<file path="src/rtl/muldiv_pkg.sv">
// Shared M-extension constants: op encodings, FSM states and sizing helpers for the mul/div unit.
package muldiv_pkg;

   localparam logic [2:0] MULDIV_OP_MUL    = 3'b000;
   localparam logic [2:0] MULDIV_OP_MULH   = 3'b001;
   localparam logic [2:0] MULDIV_OP_MULHSU = 3'b010;
   localparam logic [2:0] MULDIV_OP_MULHU  = 3'b011;
   localparam logic [2:0] MULDIV_OP_DIV    = 3'b100;
   localparam logic [2:0] MULDIV_OP_DIVU   = 3'b101;
   localparam logic [2:0] MULDIV_OP_REM    = 3'b110;
   localparam logic [2:0] MULDIV_OP_REMU   = 3'b111;

   typedef enum logic [2:0] {
      ST_IDLE,
      ST_MUL,
      ST_DIV,
      ST_POST,
      ST_DONE
   } muldiv_state_e;

   function automatic logic [63:0] most_neg(input int unsigned xlen);
      return 64'd1 << (xlen - 1);
   endfunction

   function automatic int unsigned div_iter(input int unsigned xlen, input int unsigned bpc);
      return xlen / bpc;
   endfunction

   function automatic logic op_rs1_signed(input logic [2:0] op);
      return op inside {MULDIV_OP_MUL, MULDIV_OP_MULH, MULDIV_OP_MULHSU, MULDIV_OP_DIV, MULDIV_OP_REM};
   endfunction

   function automatic logic op_rs2_signed(input logic [2:0] op);
      return op inside {MULDIV_OP_MUL, MULDIV_OP_MULH, MULDIV_OP_DIV, MULDIV_OP_REM};
   endfunction

endpackage

</file>
<file path="src/rtl/muldiv_iter_divider.sv">
// Unsigned restoring divider retiring DIV_BITS_PER_CYCLE quotient bits per cycle.
// done pulses for one cycle after the last iteration; outputs hold until the next start.
module muldiv_iter_divider
   import muldiv_pkg::*;
#(
   parameter int XLEN               = 32,
   parameter int DIV_BITS_PER_CYCLE = 2
) (
   input  logic            clk_i,
   input  logic            rst_i,
   input  logic            start,
   input  logic            kill,
   input  logic [XLEN-1:0] dividend,
   input  logic [XLEN-1:0] divisor,
   output logic [XLEN-1:0] quotient,
   output logic [XLEN-1:0] remainder,
   output logic            done
);

   localparam int unsigned ITER = div_iter(XLEN, DIV_BITS_PER_CYCLE);
   localparam int CW = $clog2(ITER + 1);

   logic [XLEN-1:0] rem_q, quo_q, dvs_q;
   logic [XLEN-1:0] rem_n, quo_n;
   logic [XLEN:0]   shifted;
   logic [CW-1:0]   cnt_q;
   logic            busy_q, done_q;

   // quo_q doubles as the dividend shift register: bits leave at the top, quotient bits enter at the bottom
   always_comb begin
      rem_n   = rem_q;
      quo_n   = quo_q;
      shifted = '0;
      for (int i = 0; i < DIV_BITS_PER_CYCLE; i++) begin
         shifted = {rem_n, quo_n[XLEN-1]};
         quo_n   = {quo_n[XLEN-2:0], 1'b0};
         if (shifted >= {1'b0, dvs_q}) begin
            shifted  = shifted - {1'b0, dvs_q};
            quo_n[0] = 1'b1;
         end
         rem_n = shifted[XLEN-1:0];
      end
   end

   always_ff @(posedge clk_i) begin
      if (rst_i) begin
         rem_q  <= '0;
         quo_q  <= '0;
         dvs_q  <= '0;
         cnt_q  <= '0;
         busy_q <= 1'b0;
         done_q <= 1'b0;
      end else if (kill) begin
         cnt_q  <= '0;
         busy_q <= 1'b0;
         done_q <= 1'b0;
      end else if (start) begin
         rem_q  <= '0;
         quo_q  <= dividend;
         dvs_q  <= divisor;
         cnt_q  <= CW'(ITER);
         busy_q <= 1'b1;
         done_q <= 1'b0;
      end else begin
         done_q <= 1'b0;
         if (busy_q) begin
            rem_q <= rem_n;
            quo_q <= quo_n;
            cnt_q <= cnt_q - CW'(1);
            if (cnt_q == CW'(1)) begin
               busy_q <= 1'b0;
               done_q <= 1'b1;
            end
         end
      end
   end

   assign quotient  = quo_q;
   assign remainder = rem_q;
   assign done      = done_q;

endmodule

</file>
<file path="src/rtl/muldiv_unit.sv">
// RV M-extension multiply/divide unit: pipelined multiplier, iterative divider, one-cycle
// fast paths (div-by-zero, overflow, small dividend, DIV/REM pair cache), valid/ready with flush.
module muldiv_unit
   import muldiv_pkg::*;
#(
   parameter int XLEN               = 32,
   parameter int MUL_LATENCY        = 4,
   parameter int DIV_BITS_PER_CYCLE = 2,
   parameter int DIV_CACHE_EN       = 1
) (
   input  logic            clk_i,
   input  logic            rst_i,
   input  logic [2:0]      op_i,
   input  logic [XLEN-1:0] num1_i,
   input  logic [XLEN-1:0] num2_i,
   input  logic            in_valid_i,
   output logic            in_ready_o,
   input  logic            flush_i,
   output logic            out_valid_o,
   input  logic            out_ready_i,
   output logic [XLEN-1:0] result_o
);

   localparam logic [63:0]     MOST_NEG64 = most_neg(XLEN);
   localparam logic [XLEN-1:0] MOST_NEG   = MOST_NEG64[XLEN-1:0];
   localparam int MCW = $clog2(MUL_LATENCY + 1) + 1;

   muldiv_state_e state_q, state_d;

   logic            accept, neg1, neg2, is_div_in, is_rem_in, div_sgn_in;
   logic            div_zero, div_ovf, cache_hit, small_div, fast;
   logic [XLEN-1:0] abs1, abs2, fast_res;

   logic [1:0]      op_q;
   logic            neg_q, neg_rem_q, div_sgn_q, fast_q;
   logic [XLEN-1:0] a_q, b_q, num1_q, num2_q, fast_res_q;
   logic [MCW-1:0]  mul_cnt;

   logic            c_vld, c_sgn;
   logic [XLEN-1:0] c_a, c_b, c_quo, c_rem;

   logic            div_start, div_done;
   logic [XLEN-1:0] div_quo, div_rem, q_fix, r_fix, div_res;
   logic [2*XLEN-1:0] mul_prod, prod_fix;
   logic [XLEN-1:0] mul_res, done_res, res_q;

   assign in_ready_o  = (state_q == ST_IDLE) && !rst_i;
   assign accept      = in_valid_i && in_ready_o && !flush_i;
   assign out_valid_o = (state_q == ST_DONE);
   assign result_o    = res_q;

   assign neg1       = op_rs1_signed(op_i) & num1_i[XLEN-1];
   assign neg2       = op_rs2_signed(op_i) & num2_i[XLEN-1];
   assign abs1       = neg1 ? -num1_i : num1_i;
   assign abs2       = neg2 ? -num2_i : num2_i;
   assign is_div_in  = op_i[2];
   assign is_rem_in  = op_i[1];
   assign div_sgn_in = ~op_i[0];

   assign div_zero  = (num2_i == '0);
   assign div_ovf   = div_sgn_in && (num1_i == MOST_NEG) && (num2_i == '1);
   assign cache_hit = (DIV_CACHE_EN != 0) && c_vld && (c_a == num1_i) && (c_b == num2_i)
                      && (c_sgn == div_sgn_in);
   assign small_div = (abs1 < abs2);
   assign fast      = is_div_in && (div_zero || div_ovf || cache_hit || small_div);

   always_comb begin
      fast_res = '0;
      if (div_zero)       fast_res = is_rem_in ? num1_i : '1;
      else if (div_ovf)   fast_res = is_rem_in ? '0 : num1_i;
      else if (cache_hit) fast_res = is_rem_in ? c_rem : c_quo;
      else                fast_res = is_rem_in ? num1_i : '0;
   end

   always_ff @(posedge clk_i) begin
      if (accept) begin
         op_q       <= op_i[1:0];
         neg_q      <= neg1 ^ neg2;
         neg_rem_q  <= neg1;
         div_sgn_q  <= div_sgn_in;
         a_q        <= abs1;
         b_q        <= abs2;
         num1_q     <= num1_i;
         num2_q     <= num2_i;
         fast_res_q <= fast_res;
      end
   end

   // Product of the captured magnitudes; sign is restored after the last stage
   for (genvar i = 0; i < MUL_LATENCY; i++) begin : g_mul
      logic [2*XLEN-1:0] prod;
      if (i == 0) begin : g_first
         always_ff @(posedge clk_i) prod <= {{XLEN{1'b0}}, a_q} * {{XLEN{1'b0}}, b_q};
      end else begin : g_next
         always_ff @(posedge clk_i) prod <= g_mul[i-1].prod;
      end
   end

   assign mul_prod = g_mul[MUL_LATENCY-1].prod;
   assign prod_fix = neg_q ? -mul_prod : mul_prod;
   assign mul_res  = (op_q == 2'b00) ? prod_fix[XLEN-1:0] : prod_fix[2*XLEN-1:XLEN];

   assign div_start = accept && is_div_in && !fast;

   muldiv_iter_divider #(
      .XLEN               (XLEN),
      .DIV_BITS_PER_CYCLE (DIV_BITS_PER_CYCLE)
   ) u_div (
      .clk_i     (clk_i),
      .rst_i     (rst_i),
      .start     (div_start),
      .kill      (flush_i),
      .dividend  (abs1),
      .divisor   (abs2),
      .quotient  (div_quo),
      .remainder (div_rem),
      .done      (div_done)
   );

   assign q_fix   = neg_q ? -div_quo : div_quo;
   assign r_fix   = neg_rem_q ? -div_rem : div_rem;
   assign div_res = op_q[1] ? r_fix : q_fix;

   // Fast-path divides park in DIV for one cycle so the result lands after T+1
   always_comb begin
      state_d = state_q;
      case (state_q)
         ST_IDLE: if (accept) state_d = is_div_in ? ST_DIV : ST_MUL;
         ST_MUL:  if (mul_cnt == MCW'(MUL_LATENCY)) state_d = ST_DONE;
         ST_DIV: begin
            if (fast_q)        state_d = ST_DONE;
            else if (div_done) state_d = ST_POST;
         end
         ST_POST: state_d = ST_DONE;
         ST_DONE: if (out_ready_i) state_d = ST_IDLE;
         default: state_d = ST_IDLE;
      endcase
      if (flush_i) state_d = ST_IDLE;
   end

   always_comb begin
      done_res = fast_res_q;
      case (state_q)
         ST_MUL:  done_res = mul_res;
         ST_POST: done_res = div_res;
         default: done_res = fast_res_q;
      endcase
   end

   always_ff @(posedge clk_i) begin
      if (rst_i) begin
         state_q <= ST_IDLE;
         res_q   <= '0;
         mul_cnt <= '0;
         fast_q  <= 1'b0;
         c_vld   <= 1'b0;
      end else begin
         state_q <= state_d;
         if (accept) begin
            mul_cnt <= '0;
            fast_q  <= fast;
         end else if (state_q == ST_MUL) begin
            mul_cnt <= mul_cnt + MCW'(1);
         end
         if (state_d == ST_DONE && state_q != ST_DONE) res_q <= done_res;
         if (flush_i || (state_q == ST_MUL && state_d == ST_DONE)) begin
            c_vld <= 1'b0;
         end else if (state_q == ST_POST) begin
            c_vld <= 1'b1;
         end
      end
   end

   always_ff @(posedge clk_i) begin
      if (state_q == ST_POST) begin
         c_a   <= num1_q;
         c_b   <= num2_q;
         c_sgn <= div_sgn_q;
         c_quo <= q_fix;
         c_rem <= r_fix;
      end
   end

endmodule

</file>
<file path="config.mk">
export PLATFORM = sky130hd
export DESIGN_NAME = muldiv_unit
export DESIGN_NICKNAME = d
export VERILOG_FILES = /design/src/rtl/muldiv_pkg.sv /design/src/rtl/muldiv_iter_divider.sv /design/src/rtl/muldiv_unit.sv
export SDC_FILE = /design/constraint.sdc
export NUM_CORES = 2
export LEC_CHECK = 0
export CAP_MARGIN = 10
export CORE_MARGIN = 10
export CORE_UTILIZATION = 60
export DETAILED_ROUTE_END_ITERATION = 8
export PLACE_DENSITY = 0.86
export SLEW_MARGIN = 40
export SYNTH_ARGS = -nofsm -noshare
export SYNTH_HDL_FRONTEND = slang
export SYNTH_SLANG_ARGS = --single-unit
export TNS_END_PERCENT = 10
</file>
<file path="constraint.sdc">
create_clock -name clk_i -period 11.3 [get_ports clk_i]
set_input_delay 1.13 -clock clk_i [delete_from_list [all_inputs] [get_ports clk_i]]
set_output_delay 1.13 -clock clk_i [all_outputs]
set_load 0.01 [all_outputs]
</file>
==> Word level (Yosys, flattened, before mapping) <==
Cells that the tools add are included.
{ "classes": {"eq_ne": 17, "reduce_logical": 34, "n_addsub": 9, "n_lt_le_gt_ge": 3, "multipliers": 1, "bitwise_logic": 6, "muxes": 37} }
{ "op_table": {"columns": ["operator", "n"], "rows": [
  ["2-to-1 mux 32 bit", 19],
  ["negation 32 bit", 4],
  [">= comparator 33 x 32 -> 1 bit", 2],
  ["== test 32 bit", 2],
  ["== test 32 bit (second input constant)", 2],
  ["multiplier 32 x 32 -> 64 bit", 1],
  ["2-to-1 mux 64 bit", 1],
  ["negation 64 bit", 1],
  ["case mux 32 bit (2 select lines)", 1],
  ["subtractor 32 bit", 2],
  ["logical NOT 32 bit", 1],
  ["< comparator 32 bit", 1],
  ["2-to-1 mux 3 bit", 6],
  ["case mux 3 bit (5 select lines)", 1],
  ["logical AND 1 bit", 13],
  ["== test 3 bit (second input constant)", 4],
  ["2-to-1 mux 5 bit", 2],
  ["== test 3 x 2 -> 1 bit (second input constant)", 3],
  ["== test 3 x 1 -> 1 bit (second input constant)", 2],
  ["logical NOT 3 bit", 2],
  ["2-to-1 mux 1 bit", 6],
  ["OR reduction 2 bit", 3],
  ["== test 5 x 1 -> 1 bit (second input constant)", 1],
  ["nonzero test 5 bit", 1],
  ["other kinds (17)", 26]
]} }
{ "totals": {"wordCells": 137, "regBits": 694, "out_inout_bits": 34, "input_bits": 72} }

==> Longest topological paths before layout <==
{ "depth": {"depth_word": 11, "ltp_mapped": 29, "mapped_depth_nobuf": 28} }

==> By module <==
Synthesis repeated with hierarchy kept, for this count alone.
{ "unflattened": {"hier_cells": 6632, "hier_area_um2": 64335.5} }
{ "modules_own_cells": {"columns": ["module", "n_inst", "area_each_um2", "cells_each", "seq_area_each_um2"], "rows": [
  ["muldiv_unit", 1, 56301.5, 5606, 14714.1],
  ["muldiv_iter_divider", 1, 8034.0, 1026, 2062.0]
]} }

==> Least setup slack after synthesis <==
Ideal clock, no wire load.
{ "synth_path": {"path_type": "input to register", "start": "input rst_i", "end": "register u_div.quo_q[14], in the netlist u_div.quotient[14]", "path_slack_ps": 3599, "setup_time_ps": 128, "path_buffers": 3, "cell_stages": 10, "arrival_ps": 7574, "t_required_ps": 11172, "path_cell_list": "clkbuf_1 > nor2_1 > and4b_1 > nand2_1 > nor4_2 > o21a_1 > buf_2 > buf_1 > mux2i_1 > nor2_1"} }
{ "synth_between": {"elab_chain_len": 8, "word_cells_on_any_way": 9, "classes_between": "1 x mux; 8 x reduce/logical"} }
{ "synth_rtl": {"columns": ["item", "line_no", "rtl"], "rows": [
  ["start: declaration", "muldiv_unit.sv:12", "input logic rst_i,"],
  ["logical NOT 1 bit *", "muldiv_unit.sv:47", "assign in_ready_o = (state_q == ST_IDLE) && !rst_i;"],
  ["logical AND 1 bit *", "muldiv_unit.sv:47", null],
  ["logical AND 1 bit * (2 in a row)", "muldiv_unit.sv:48", "assign accept = in_valid_i && in_ready_o && !flush_i;"],
  ["net accept", "muldiv_unit.sv:30", "logic accept, neg1, neg2, is_div_in, is_rem_in, div_sgn_in;"],
  ["logical AND 1 bit * (2 in a row)", "muldiv_unit.sv:103", "assign div_start = accept && is_div_in && !fast;"],
  ["nonzero test 2 bit (no line)", null, null],
  ["AND reduction 2 bit (no line)", null, null],
  ["end signal: assignment", "muldiv_iter_divider.sv:59", "quo_q <= dividend;"],
  ["end signal: assignment", "muldiv_iter_divider.sv:68", "quo_q <= quo_n;"],
  ["end: declaration", "muldiv_iter_divider.sv:23", "logic [XLEN-1:0] rem_q, quo_q, dvs_q;"]
]} }
Mark *: on every way through the listed nets, which the timed path passes. The rest lies on a longest branch.
A chain may end at the register's enable or synchronous reset.

==> Worst setup path in the final report <==
{ "layout_path": {"start": "register a_q[7]", "end": "register g_mul[0].prod[63]"} }
{ "layout_between": {"elab_chain_len": 1} }
{ "layout_rtl": {"columns": ["item", "line_no", "rtl"], "rows": [
  ["start: declaration", "muldiv_unit.sv:36", "logic [XLEN-1:0] a_q, b_q, num1_q, num2_q, fast_res_q;"],
  ["start signal: assignment", "muldiv_unit.sv:81", "a_q <= abs1;"],
  ["multiplier 32 x 32 -> 64 bit", "muldiv_unit.sv:93", "always_ff @(posedge clk_i) prod <= {{XLEN{1'b0}}, a_q} * {{XLEN{1'b0}}, b_q};"],
  ["end signal: assignment", "muldiv_unit.sv:93", null],
  ["end: declaration", "muldiv_unit.sv:91", "logic [2*XLEN-1:0] prod;"]
]} }
No other way between the ends.

==> impl_metrics.csv <==
group,metric,value,unit
critical_path,ff2ff_path_depth,24,
cts,htreeDepth,3,
routing,via_count,49500,
critical_path,cp_cell_sequence,"buf_4, nand2_1, fa_1, inv_1, fa_1, fa_1, inv_1, fa_1, inv_1, fa_1, inv_1, fa_1, inv_1, fa_1, fa_1, ha_1, nand2_1, o41ai_2, a31oi_1, o31a_1, o21ai_0, a21oi_1, o41ai_1, xnor2_1",
critical_path,critPathBufInv,6,
global_routing,grt_pass1_wl,304,mm
sta,finalCritPeriodShare,0.765,
die,fp.dieH,347,um
critical_path,rr_endpoint,"g_mul[0].prod[63]$_DFF_P_",
critical_path,worst-path-stages,24,
logic_synthesis,yosysTopAreaCell,"fa_1",
cts,hold_buffers,0,
routing,vias_per_cell,6.19,
global_routing,antenna_found_initial,12,
cts,postCtsSetupBuffers,0,
logic_synthesis,synth_top_cell_area_share,0.281,
die,dieWidth,347,um
cts,cts_max_path_buffers,3,
die,core,0.106,sq mm
logic_synthesis,yosys.area_share.simple,0.149,
place,gp_congestion,0.994,
job,cap_violations,0,
routing,postRouteAntennaNets,0,
critical_path,r2r-start,"a_q[7]$_DFFE_PP_",
logic_synthesis,avgSynthCellArea,9.71,sq um
die,start_util,0.606,
critical_path,cp-end-kind,"flop",
die,dieArea,0.120,sq mm
logic_synthesis,synth_cells,6596,
die,std_cell_rows,119,
routing,wire_per_inst,24.8,um
sta,setup_tns,0,ns
cts,cts_tree,"yes",
critical_path,crit_start,"a_q[7]$_DFFE_PP_",
cts,clock_latency,0.66,ns
cells_and_area,drive_gt1_frac,0.0450,
cells_and_area,regArea,0.0168,sq mm
critical_path,cp_slowest_stage_delay,0.82,ns
logic_synthesis,synth_top_family_by_area,"adder cells",
logic_synthesis,async_flop_share,0,
critical_path,cp_common_cell,"fa_1",
critical_path,arrival,9.14,ns
critical_path,path_class,"reg -> reg",
global_routing,overflow,0,
logic_synthesis,syn-num-nets,7934,
logic_synthesis,ys.flop_type,"dfxtp_1",
sta,whs,0.311,ns
cells_and_area,fin_nets,7878,
cells_and_area,area_delta_synth_final,7.67,%
place,dp_hpwl,150,mm
critical_path,cp-start-kind,"flop",
cts,clk_pin_slew_worst_paths,0.07,ns
sta,tightestPinTransition,0.971,ns
logic_synthesis,ys_seq_area_frac,0.262,
min_path,hp-class,"reg -> reg",
cts,cts_made_buffers,73,
logic_synthesis,synth.area.top_cells,"fa_1, edfxtp_1, dfxtp_1",
logic_synthesis,synth_warnings,0,
cells_and_area,fillers,8088,
sta,timing.fmax,116,MHz
sta,max-slew-margin-rel,0.346,
cells_and_area,multiInputGateArea,0.0423,sq mm
cts,cts_resized,0,
critical_path,cp.required,11.80,ns
cts,cts_root_buf,"clkbuf_16",
routing,initialDrtViolationCount,6218,
sta,drv_slew,0,
logic_synthesis,synthAdderAreaFrac,0.353,
critical_path,cp_slowest_cell,"edfxtp_1",
logic_synthesis,synth.ff_latch_count,692,
run_status,status,"complete, no violations",
critical_path,crit_family,"adder cells",
sta,fin_crit,8.64,ns
logic_synthesis,muxShareOfSynthArea,0.0195,
routing,firstDrtPassIters,6,
logic_synthesis,synth_compound_area_frac,0.0934,
logic_synthesis,synthesis.area,0.0641,sq mm
logic_synthesis,synth_xor_xnor_area_share,0.0435,
critical_path,ff2ff_setup_slack,2.66,ns
sta,hold_viol,0,
routing,drt-total-wl,198,mm
critical_path,crit_fanout,18,
sta,rsz0062_at_grt,"no",
sta,setup_viol,0,
global_routing,groute.usage.overall,0.328,
place,placement.io_buffers,105,
logic_synthesis,synth_cell_types,85,
cts,cts_sinks,692,
die,pin_count,106,
critical_path,crit_end,"g_mul[0].prod[63]$_DFF_P_",
global_routing,grt_pass1_vias,51000,
sta,finalClockSkew,0.0449,ns
global_routing,grt_max_degree,101,
routing,drc,0,
logic_synthesis,synth_edf_count,292,
[final cells by class]
class                      instances  share of cell area
tap                             1391              0.0252
timing repair buffer             205              0.0263
sequential                       692               0.243
clock buffer                     101              0.0295
multi-input combinational       4543               0.614
clock inverter                    34             0.00606
inverter                        1025              0.0559
antenna                            7            0.000254
[cell families after synthesis]
logic type      after synthesis
compound gates              939
xor+xnor                    318
fa+ha+maj                  1266
buf+inv                    1361
flops                       692
mux                         121
simple gates               1899
[cells in the final DEF, fill, tap and decap left out, drive strengths merged, types with 16 or more instances in the layout]
cell,instances
a211oi,60
a21o,51
a21oi,261
a221oi,20
a31oi,31
and2,582
and3,24
buf,102
clkbuf,101
clkdlybuf4s50,103
clkinv,20
dfxtp,400
edfxtp,292
fa,898
ha,368
inv,1032
mux2,30
mux2i,91
nand2,690
nand2b,27
nand3,42
nand4,45
nor2,256
nor2b,16
nor3,64
nor4,40
o211ai,32
o21a,16
o21ai,230
o21bai,27
o22ai,19
o2bb2ai,26
o31ai,48
o41ai,25
or3,30
or4,25
xnor2,192
xor2,126
[flip-flops by register name (all words and copies together) (netlist names), 2 cells and up]
register,count
c_a,32
c_quo,32
result_o,32
state_q,3
g_mul.prod,256
c_rem,32
num2_q,31
u_div.cnt_q,5
a_q,32
u_div.remainder,32
u_div.quotient,32
u_div.dvs_q,32
num1_q,31
mul_cnt,4
c_b,32
b_q,32
op_q,2
fast_res_q,32
[worst register-to-register path: stages, from the launching register on]
cell	delay [ns]
edfxtp_1	0.82
buf_4	0.40
nand2_1	0.12
fa_1	0.39
inv_1	0.07
fa_1	0.43
fa_1	0.52
inv_1	0.05
fa_1	0.47
inv_1	0.06
fa_1	0.49
inv_1	0.05
fa_1	0.53
inv_1	0.05
fa_1	0.50
fa_1	0.42
ha_1	0.39
nand2_1	0.11
o41ai_2	0.60
a31oi_1	0.34
o31a_1	0.42
o21ai_0	0.36
a21oi_1	0.25
o41ai_1	0.50
xnor2_1	0.13
[metrics by stage]
step / cells / setup slack, ns / area (sq um) / utilization
after global routing: 7994 / 2.31 / 69000 / 0.652
final: 7998 / 2.66 / 69000 / 0.652
after global placement: 7852 / 2.75 / 66300 / 0.628
after detailed placement: 7856 / 2.53 / 66500 / 0.629
after floorplan: 6596 / 3.60 / 64100 / -
after CTS: 7991 / 2.49 / 68900 / 0.652
[worst min-delay path by stage]
stage / start / end / slack, ns / cells after the start
after floorplan: g_mul[0].prod[0]$_DFF_P_ / g_mul[1].prod[0]$_DFF_P_ / 0.31 / 0
after global placement: g_mul[0].prod[11]$_DFF_P_ / g_mul[1].prod[11]$_DFF_P_ / 0.31 / 0
after detailed placement: g_mul[0].prod[10]$_DFF_P_ / g_mul[1].prod[10]$_DFF_P_ / 0.31 / 0
after CTS: g_mul[0].prod[61]$_DFF_P_ / g_mul[1].prod[61]$_DFF_P_ / 0.31 / 0
after global routing: g_mul[0].prod[61]$_DFF_P_ / g_mul[1].prod[61]$_DFF_P_ / 0.32 / 0
final: g_mul[2].prod[8]$_DFF_P_ / g_mul[3].prod[8]$_DFF_P_ / 0.31 / 0
[metal layers]
| metal | wire length [um] | track usage |
|---|---|---|
| met1 | 74500 | 0.430 |
| met2 | 85600 | 0.491 |
| met3 | 26500 | 0.101 |
| met4 | 11700 | 0.162 |
| met5 | 131 | 0.00440 |
[cells in the mapped netlist (10+ instances only)]
master,count
mux2i_1,91
nand2b_1,27
o311ai_0,11
xor2_1,126
or3_1,29
a211oi_1,60
a2111oi_0,10
o21a_1,16
nor2b_1,16
and3_1,24
a221oi_1,20
nand3_1,42
fa_1,898
o21ai_0,227
nor2_1,256
o211ai_1,32
or4_1,23
o41ai_1,25
edfxtp_1,292
o22ai_1,19
nand4_1,45
dfxtp_1,400
inv_1,1025
nor3b_1,10
nor3_1,63
xnor2_1,192
nor4_1,37
a31oi_1,31
mux2_2,30
o21bai_1,27
a21o_1,51
nand2_1,690
ha_1,368
o31ai_1,48
a21oi_1,261
clkbuf_1,322
o2bb2ai_1,26
and2_1,581
Power is not shown: default switching activity piles up to over one toggle a cycle in this logic, so the estimate is an artifact.
